==> src/rtl/decompressor3_stream_pkg.sv <==
// decompressor3_stream_pkg: shared FSM state type and default element width
package decompressor3_stream_pkg;

    typedef enum logic {
        IDLE = 1'b0,
        SEND = 1'b1
    } state_t;

    localparam int DEFAULT_W = 8;

endpackage

==> src/rtl/decompressor3_stream.sv <==
// decompressor3_stream: unpacks an N-element vector into a stream of W-bit elements
module decompressor3_stream
    import decompressor3_stream_pkg::*;
#(
    parameter int W = DEFAULT_W,
    parameter int N = 3
) (
    input  logic                 clk,
    input  logic                 rst,
    input  logic [N*W-1:0]       in_vec,
    input  logic                 in_valid,
    output logic                 in_ready,
    output logic [W-1:0]         out_data,
    output logic [$clog2(N)-1:0] out_idx,
    output logic                 out_last,
    output logic                 out_valid,
    input  logic                 out_ready
);

    localparam int IW = $clog2(N);

    state_t          state;
    logic [IW-1:0]   idx;
    logic [N*W-1:0]  holding;
    logic            at_last;
    logic            in_fire;

    // Output view of the registered state; zeroed whenever no element is offered
    always_comb begin
        at_last   = (idx == IW'(N - 1));
        out_valid = (state == SEND);
        out_data  = out_valid ? holding[int'(idx) * W +: W] : '0;
        out_idx   = out_valid ? idx : '0;
        out_last  = out_valid && at_last;
        in_ready  = !rst && ((state == IDLE) || (out_last && out_ready));
        in_fire   = in_valid && in_ready;
    end

    // FSM: load a vector, then walk the index one accepted element at a time
    always_ff @(posedge clk or posedge rst) begin
        if (rst) begin
            state   <= IDLE;
            idx     <= '0;
            holding <= '0;
        end else if (in_fire) begin
            state   <= SEND;
            idx     <= '0;
            holding <= in_vec;
        end else if (state == SEND && out_ready) begin
            if (at_last) begin
                state <= IDLE;
                idx   <= '0;
            end else begin
                idx <= idx + 1'b1;
            end
        end
    end

endmodule

==> config.mk <==
export PLATFORM = sky130hd
export DESIGN_NAME = decompressor3_stream
export DESIGN_NICKNAME = d
export VERILOG_FILES = /design/src/rtl/decompressor3_stream_pkg.sv /design/src/rtl/decompressor3_stream.sv
export SDC_FILE = /design/constraint.sdc
export NUM_CORES = 1
export LEC_CHECK = 0
export CORE_ASPECT_RATIO = 1.4
export CORE_MARGIN = 5
export CORE_UTILIZATION = 38
export DETAILED_ROUTE_END_ITERATION = 7
export GPL_TIMING_DRIVEN = 0
export PLACE_DENSITY = 0.7
export SKIP_CTS_REPAIR_TIMING = 1
export SYNTH_ARGS = -nofsm -noshare
export SYNTH_HDL_FRONTEND = slang
export SYNTH_SLANG_ARGS = --single-unit
==> constraint.sdc <==
create_clock -name clk -period 1.6 [get_ports clk]
set_clock_uncertainty 0.2 [all_clocks]
set_input_delay 0.16 -clock clk [delete_from_list [all_inputs] [get_ports clk]]
set_output_delay 0.16 -clock clk [all_outputs]
set_load 0.02 [all_outputs]
==> flow_metrics.env, run 1 <==
export IMPL_status="finished with violations"
export IMPL_failed_checks="setup timing"
export IMPL_hold_path_class="input port to asynchronous set/reset pin"
export IMPL_p_clk_frac=0.093
export IMPL_wirelength_um=3590
export IMPL_dr_pass1_iters=4
export IMPL_num_io_pins=41
export IMPL_final_setup_viol_count=35
export IMPL_ir_worst_vdd_mv=1.08
export IMPL_synth_edf_count=0
export IMPL_clk_pin_slew_ns=0.09
export IMPL_cts_tree="done"
export IMPL_fillers=245
export IMPL_ys_types=19
export IMPL_wire_per_inst_um=18.0
export IMPL_p_sw_w=0.00146
export IMPL_yosys_register_bits=27
export IMPL_vias_per_cell=5.04
export IMPL_diodes=0
export IMPL_fin_crit_ns=1.93
export IMPL_p_comb_frac=0.600
export IMPL_synth_async_reset_ratio=1.00
export IMPL_yosys_most_used_dff="dfrtp_1"
export IMPL_min_period_over_period=1.21
export IMPL_htree_levels=1
export IMPL_grt_overflow=0
export IMPL_cts_max_path_buffers=2
export IMPL_cp_top_family="flip-flops"
export IMPL_fp_dieArea_sq_um=4740
export IMPL_rows=25
export IMPL_max_slew_margin_rel=0.593
export IMPL_clk_insertion_delay_late_ns=0.27
export IMPL_path_buf_inv=2
export IMPL_critical_path_slowest_cell="dfrtp_2"
export IMPL_cap_violations=0
export IMPL_routabilityCongestion=0.771
export IMPL_synthesis_nets=128
export IMPL_worst_setup_path_type="flip-flop to output port"
export IMPL_drcViolationCount=0
export IMPL_path_cells="nor2b_1 > buf_4 > o2bb2ai_1 > and2_1 > buf_2"
export IMPL_cts_root_buf="clkbuf_8"
export IMPL_leakage_nw=0.978
export IMPL_initial_core_util=0.392
export IMPL_worst_setup_path_start_kind="flip-flop"
export IMPL_rsz0062_at_grt="true"
export IMPL_syn_to_final_growth_pct=66.9
export IMPL_syn_area_sq_um=1310
export IMPL_layout_drive_gt1_share=0.478
export IMPL_cp_required_ns=1.24
export IMPL_drv_slew=0
export IMPL_crit_path_end_kind="output port"
export IMPL_fmax_mhz=518
export IMPL_ys_top_cells_by_area="dfrtp_1, mux2_1, mux2i_1, mux2_2, o2bb2ai_1"
export IMPL_critPathMaxFanout=9
export IMPL_post_dp_cell_area_sq_um=1830
export IMPL_fin_cells=199
export IMPL_dp_hpwl_um=2210
export IMPL_yosys_warnings=0
export IMPL_die_w_um=59.6
export IMPL_power_density_nw_per_um2=1900
export IMPL_cp_arrival_ns=1.57
export IMPL_die_h_um=79.5
export IMPL_finalNetCount=188
export IMPL_yosys_area_top_type="dfrtp_1"
export IMPL_antenna_found_initial=0
export IMPL_grt_pass1_wl_um=4930
export IMPL_vias=1003
export IMPL_numPortBuffers=40
export IMPL_grt_pass1_vias=1001
export IMPL_post_place_ws_ns=-0.628
export IMPL_power_frac_seq=0.307
export IMPL_grt_use_total=0.138
export IMPL_grt_max_degree=28
export IMPL_fin_ws_ns=-0.329
export IMPL_final_cell_mix="clkdlybuf4s50_1, dfrtp_1, mux2_4"
export IMPL_switching_share=0.350
export IMPL_worst_r2r_setup_slack_ns=-0.25
export IMPL_seq_area_sq_um=678
export IMPL_first_iter_violations=9
export IMPL_synthCells=100
export IMPL_hold_violations=0
export IMPL_tightest_slew_ns=0.609
export IMPL_seq_area_frac_synth=0.515
export IMPL_placed_cells=180
export IMPL_syn_area_per_cell_sq_um=13.1
export IMPL_cts_made_buffers=3
export IMPL_cpPeakStageDelay_ns=0.49
export IMPL_multiInputGateArea_sq_um=728
export IMPL_fin_area_sq_um=2190
export IMPL_p_int_w=0.00271
export IMPL_coreArea_sq_um=3350
export IMPL_final_common_cell="clkdlybuf4s50_1"
export IMPL_cts_sinks=27
export IMPL_ant_nets=0
export IMPL_synth_top_cell_area_share=0.515
==> area by class of cell <==
class / count / area share
repair buffers: 54 / 0.269
multi-input cells: 67 / 0.333
clock buffers: 3 / 0.0189
well taps: 40 / 0.0229
clock inverters: 1 / 0.00229
flip-flops and latches: 27 / 0.310
plain buffers: 6 / 0.0406
inverters: 1 / 0.00343
==> final timing paths <==
check | from | depth (start not counted) | endpoint
min in group clk | in_vec[4] | 2 | holding[4]
min reg2reg | holding[17] | 1 | holding[17]
max reg2reg | idx[0] | 4 | holding[2]
min | rst | 2 | holding[16]
max in group asynchronous | rst | 2 | out_valid
max | idx[1] | 5 | out_data[2]
==> registers in the layout, summed over array words and instances (netlist names) <==
| register | count |
|---|---|
| holding | 24 |
| idx | 2 |
| out_valid | 1 |
==> metrics by stage <==
step | total power (W) | hold WS, ns | TNS (ns) | utilization
2_1_floorplan | 0.00253 | 0.0127 | -0.408 | -
3_5_place_dp | 0.00325 | 0.294 | -18.11 | 0.547
3_3_place_gp | 0.00320 | 0.292 | -16.27 | 0.547
5_1_grt | 0.00438 | 0.227 | -8.53 | 0.654
6_report | 0.00417 | 0.181 | -7.34 | 0.654
4_1_cts | 0.00364 | 0.294 | -13.27 | 0.561
==> synth_stat cells (2+ instances only) <==
cell type / number
a21boi_0: 2
and2_1: 8
buf_6: 2
clkbuf_1: 3
dfrtp_1: 27
mux2_1: 18
mux2_2: 6
mux2i_1: 10
nand2_1: 5
nor2_1: 3
nor2b_1: 2
o2bb2ai_1: 6
or2_2: 2
==> routing by layer <==
metal / wire length (um) / GRT usage
met1: 1450 / 0.156
met4: 116 / 0.0554
met5: 0 / 0
met3: 122 / 0.0307
met2: 1900 / 0.241
==> power by group through the flow <==
stage,Sequential (W),Clock [W],Combinational (W)
2_1_floorplan,0.00120,0,0.00133
3_3_place_gp,0.00123,0,0.00197
3_5_place_dp,0.00124,0,0.00200
4_1_cts,0.00123,0.000398,0.00201
5_1_grt,0.00131,0.000425,0.00264
6_report,0.00128,0.000387,0.00250
==> cell families (layout without fill, tap and decap cells) <==
family,Yosys count,in the layout,synth area share
AND/OR/NAND/NOR,22,22,0.100
multiplexers,34,34,0.282
AO/OA/AOI/OAI,10,11,0.0677
buffers and inverters,7,65,0.0343
flip-flops,27,27,0.515
==> worst reg2reg max path: cells and delay by family, from the launching register on <==
| kind | cells | cell delay [ns] |
|---|---|---|
| AOI/OAI and AO/OA | 1 | 0.37 |
| buffers and inverters | 1 | 0.24 |
| and+or+nand+nor | 1 | 0.21 |
| DFF | 1 | 0.43 |
| muxes | 1 | 0.29 |
No activity file was read; power rests on OpenSTA's default activity.
==> run 2, diff against run 1 <==
--- a/config.mk
+++ b/config.mk
@@ -11,6 +11,7 @@
 export DETAILED_ROUTE_END_ITERATION = 7
 export GPL_TIMING_DRIVEN = 0
 export PLACE_DENSITY = 0.7
+export SETUP_SLACK_MARGIN = 0.3
 export SKIP_CTS_REPAIR_TIMING = 1
 export SYNTH_ARGS = -nofsm -noshare
 export SYNTH_HDL_FRONTEND = slang
==> run 2 against run 1 <==
Against the previous run:
- the run still ends with setup timing left
- non-clock buffer count up 5
- critical path depth grew 1
- worst hold slack got worse by 0.0067 ns
- count of clock-buffer cells in the layout is 1 higher
- final cell count rose by 2.0%
- largest power group unchanged
==> flow_metrics.env, run 2 (synthesized netlist as in run 1, its figures left out) <==
export IMPL_fp_dieArea_sq_um=4740
export IMPL_cts_sinks=27
export IMPL_numPortBuffers=40
export IMPL_coreArea_sq_um=3350
export IMPL_fin_hold_ws_ns=0.174
export IMPL_fmax_mhz=524
export IMPL_power_density_nw_per_um2=1890
export IMPL_max_slew_margin_rel=0.612
export IMPL_largest_register="holding"
export IMPL_highest_layer="met4"
export IMPL_cts_root_buf="clkbuf_8"
export IMPL_first_iter_violations=16
export IMPL_grt_pass1_wl_um=4640
export IMPL_layout_drive_gt1_share=0.497
export IMPL_wl_met1_um=1480
export IMPL_crit_path_end_kind="output port"
export IMPL_cts_made_buffers=3
export IMPL_hold_violations=0
export IMPL_routabilityCongestion=0.740
export IMPL_leakage_nw=0.976
export IMPL_cp_top_family="flip-flops"
export IMPL_failed_checks="setup timing"
export IMPL_initial_core_util=0.392
export IMPL_cts_tree="done"
export IMPL_drv_slew=0
export IMPL_final_setup_viol_count=38
export IMPL_worst_setup_path_start_kind="flip-flop"
export IMPL_dr_pass1_iters=2
export IMPL_dp_hpwl_um=2150
export IMPL_drcViolationCount=0
export IMPL_vias_per_cell=5.01
export IMPL_min_period_over_period=1.19
export IMPL_cp_arrival_ns=1.55
export IMPL_clk_insertion_delay_late_ns=0.27
export IMPL_critPathMaxFanout=5
export IMPL_critical_path_slowest_cell="dfrtp_2"
export IMPL_wirelength_um=3690
export IMPL_grt_max_degree=28
export IMPL_largest_reg_flops=24
export IMPL_met2_length_um=2000
export IMPL_fin_area_sq_um=2180
export IMPL_fin_crit_ns=1.91
export IMPL_grt_use_total=0.129
export IMPL_fillers=263
export IMPL_diodes=0
export IMPL_cap_violations=0
export IMPL_rsz0062_at_grt="true"
export IMPL_path_buf_inv=3
export IMPL_post_dp_cell_area_sq_um=1780
export IMPL_tightest_slew_ns=0.581
export IMPL_final_cell_mix="clkdlybuf4s50_1, dfrtp_1, mux2_4"
export IMPL_cp_required_ns=1.24
export IMPL_htree_levels=1
export IMPL_grt_overflow=0
export IMPL_syn_to_final_growth_pct=65.9
export IMPL_ant_nets=0
export IMPL_wire_per_inst_um=18.2
export IMPL_path_cells="buf_6 > clkbuf_16 > mux2i_1 > o2bb2ai_1 > and2_1 > buf_6"
export IMPL_wl_met3_um=164
export IMPL_cp_common_cell="buf_6"
export IMPL_status="finished with violations"
export IMPL_clk_pin_slew_ns=0.09
export IMPL_worst_setup_path_type="flip-flop to output port"
export IMPL_cpPeakStageDelay_ns=0.48
export IMPL_fin_ws_ns=-0.309
export IMPL_final_common_cell="clkdlybuf4s50_1"
export IMPL_vias=1018
export IMPL_num_io_pins=41
export IMPL_die_w_um=59.6
export IMPL_rows=25
export IMPL_die_h_um=79.5
export IMPL_hold_path_class="input port to asynchronous set/reset pin"
export IMPL_grt_pass1_vias=983
export IMPL_antenna_found_initial=0
export IMPL_finalNetCount=192
export IMPL_cts_max_path_buffers=2
export IMPL_ir_worst_vdd_mv=1.20
run 2: cell types whose count changed in the layout (fill, tap and decap cells not counted), sizes merged:
cell	change
dlymetal6s2s	-1
clkbuf	+3
clkinv	-1
a21oi	-1
buf	+4
run 2: stage by stage:
stage	utilization	total power (W)	instances	setup TNS, ns	setup slack (ns)
floorplan	-	0.00236	100	-0.165	-0.00974
global placement	0.533	0.00301	180	-12.80	-0.547
detailed placement	0.533	0.00308	180	-16.32	-0.546
CTS	0.547	0.00347	184	-11.45	-0.845
global route	0.650	0.00432	203	-8.83	-0.359
finish	0.650	0.00411	203	-6.97	-0.309
run 2: power by group:
group / total, W / internal [W] / switching (W)
registers: 0.00128 / 0.00103 / 0.000251
logic: 0.00245 / 0.00144 / 0.00101
clock network: 0.000390 / 0.000179 / 0.000211
run 2: path summary, 6_finish.rpt:
path	cells past startpoint	slack (ns)	startpoint	endpoint
worst max-delay path	6	-0.31	idx[1]	out_data[5]
worst min-delay path	2	0.17	rst	holding[15]
worst max register to register	5	-0.25	idx[0]	holding[17]
worst min register to register	1	0.32	holding[17]	holding[17]
max in group asynchronous	2	0.66	rst	idx[1]
min in group clk	2	0.29	in_vec[17]	holding[17]
run 2: per-layer routing:
metal,global-route usage,vias up
met4,0.0466,0
met2,0.225,25
li1,-,473
met1,0.152,515
met5,0,-
met3,0.0259,5
run 2: layout make-up:
cell class | instances | area (sq um) | share of cell area
plain buffers | 6 | 78.8 | 0.0362
inverters | 1 | 7.51 | 0.00345
clock buffers | 4 | 45.0 | 0.0207
flip-flops and latches | 27 | 678 | 0.312
well taps | 40 | 50.0 | 0.0230
repair buffers | 59 | 601 | 0.276
multi-input cells | 66 | 716 | 0.329
run 2: worst reg2reg max path, stage by stage (launching register included):
cell and delay, ns:
dfrtp_1 0.42, nand3b_4 0.20, a21oi_4 0.30, buf_6 0.17, buf_8 0.13, mux2_1 0.33
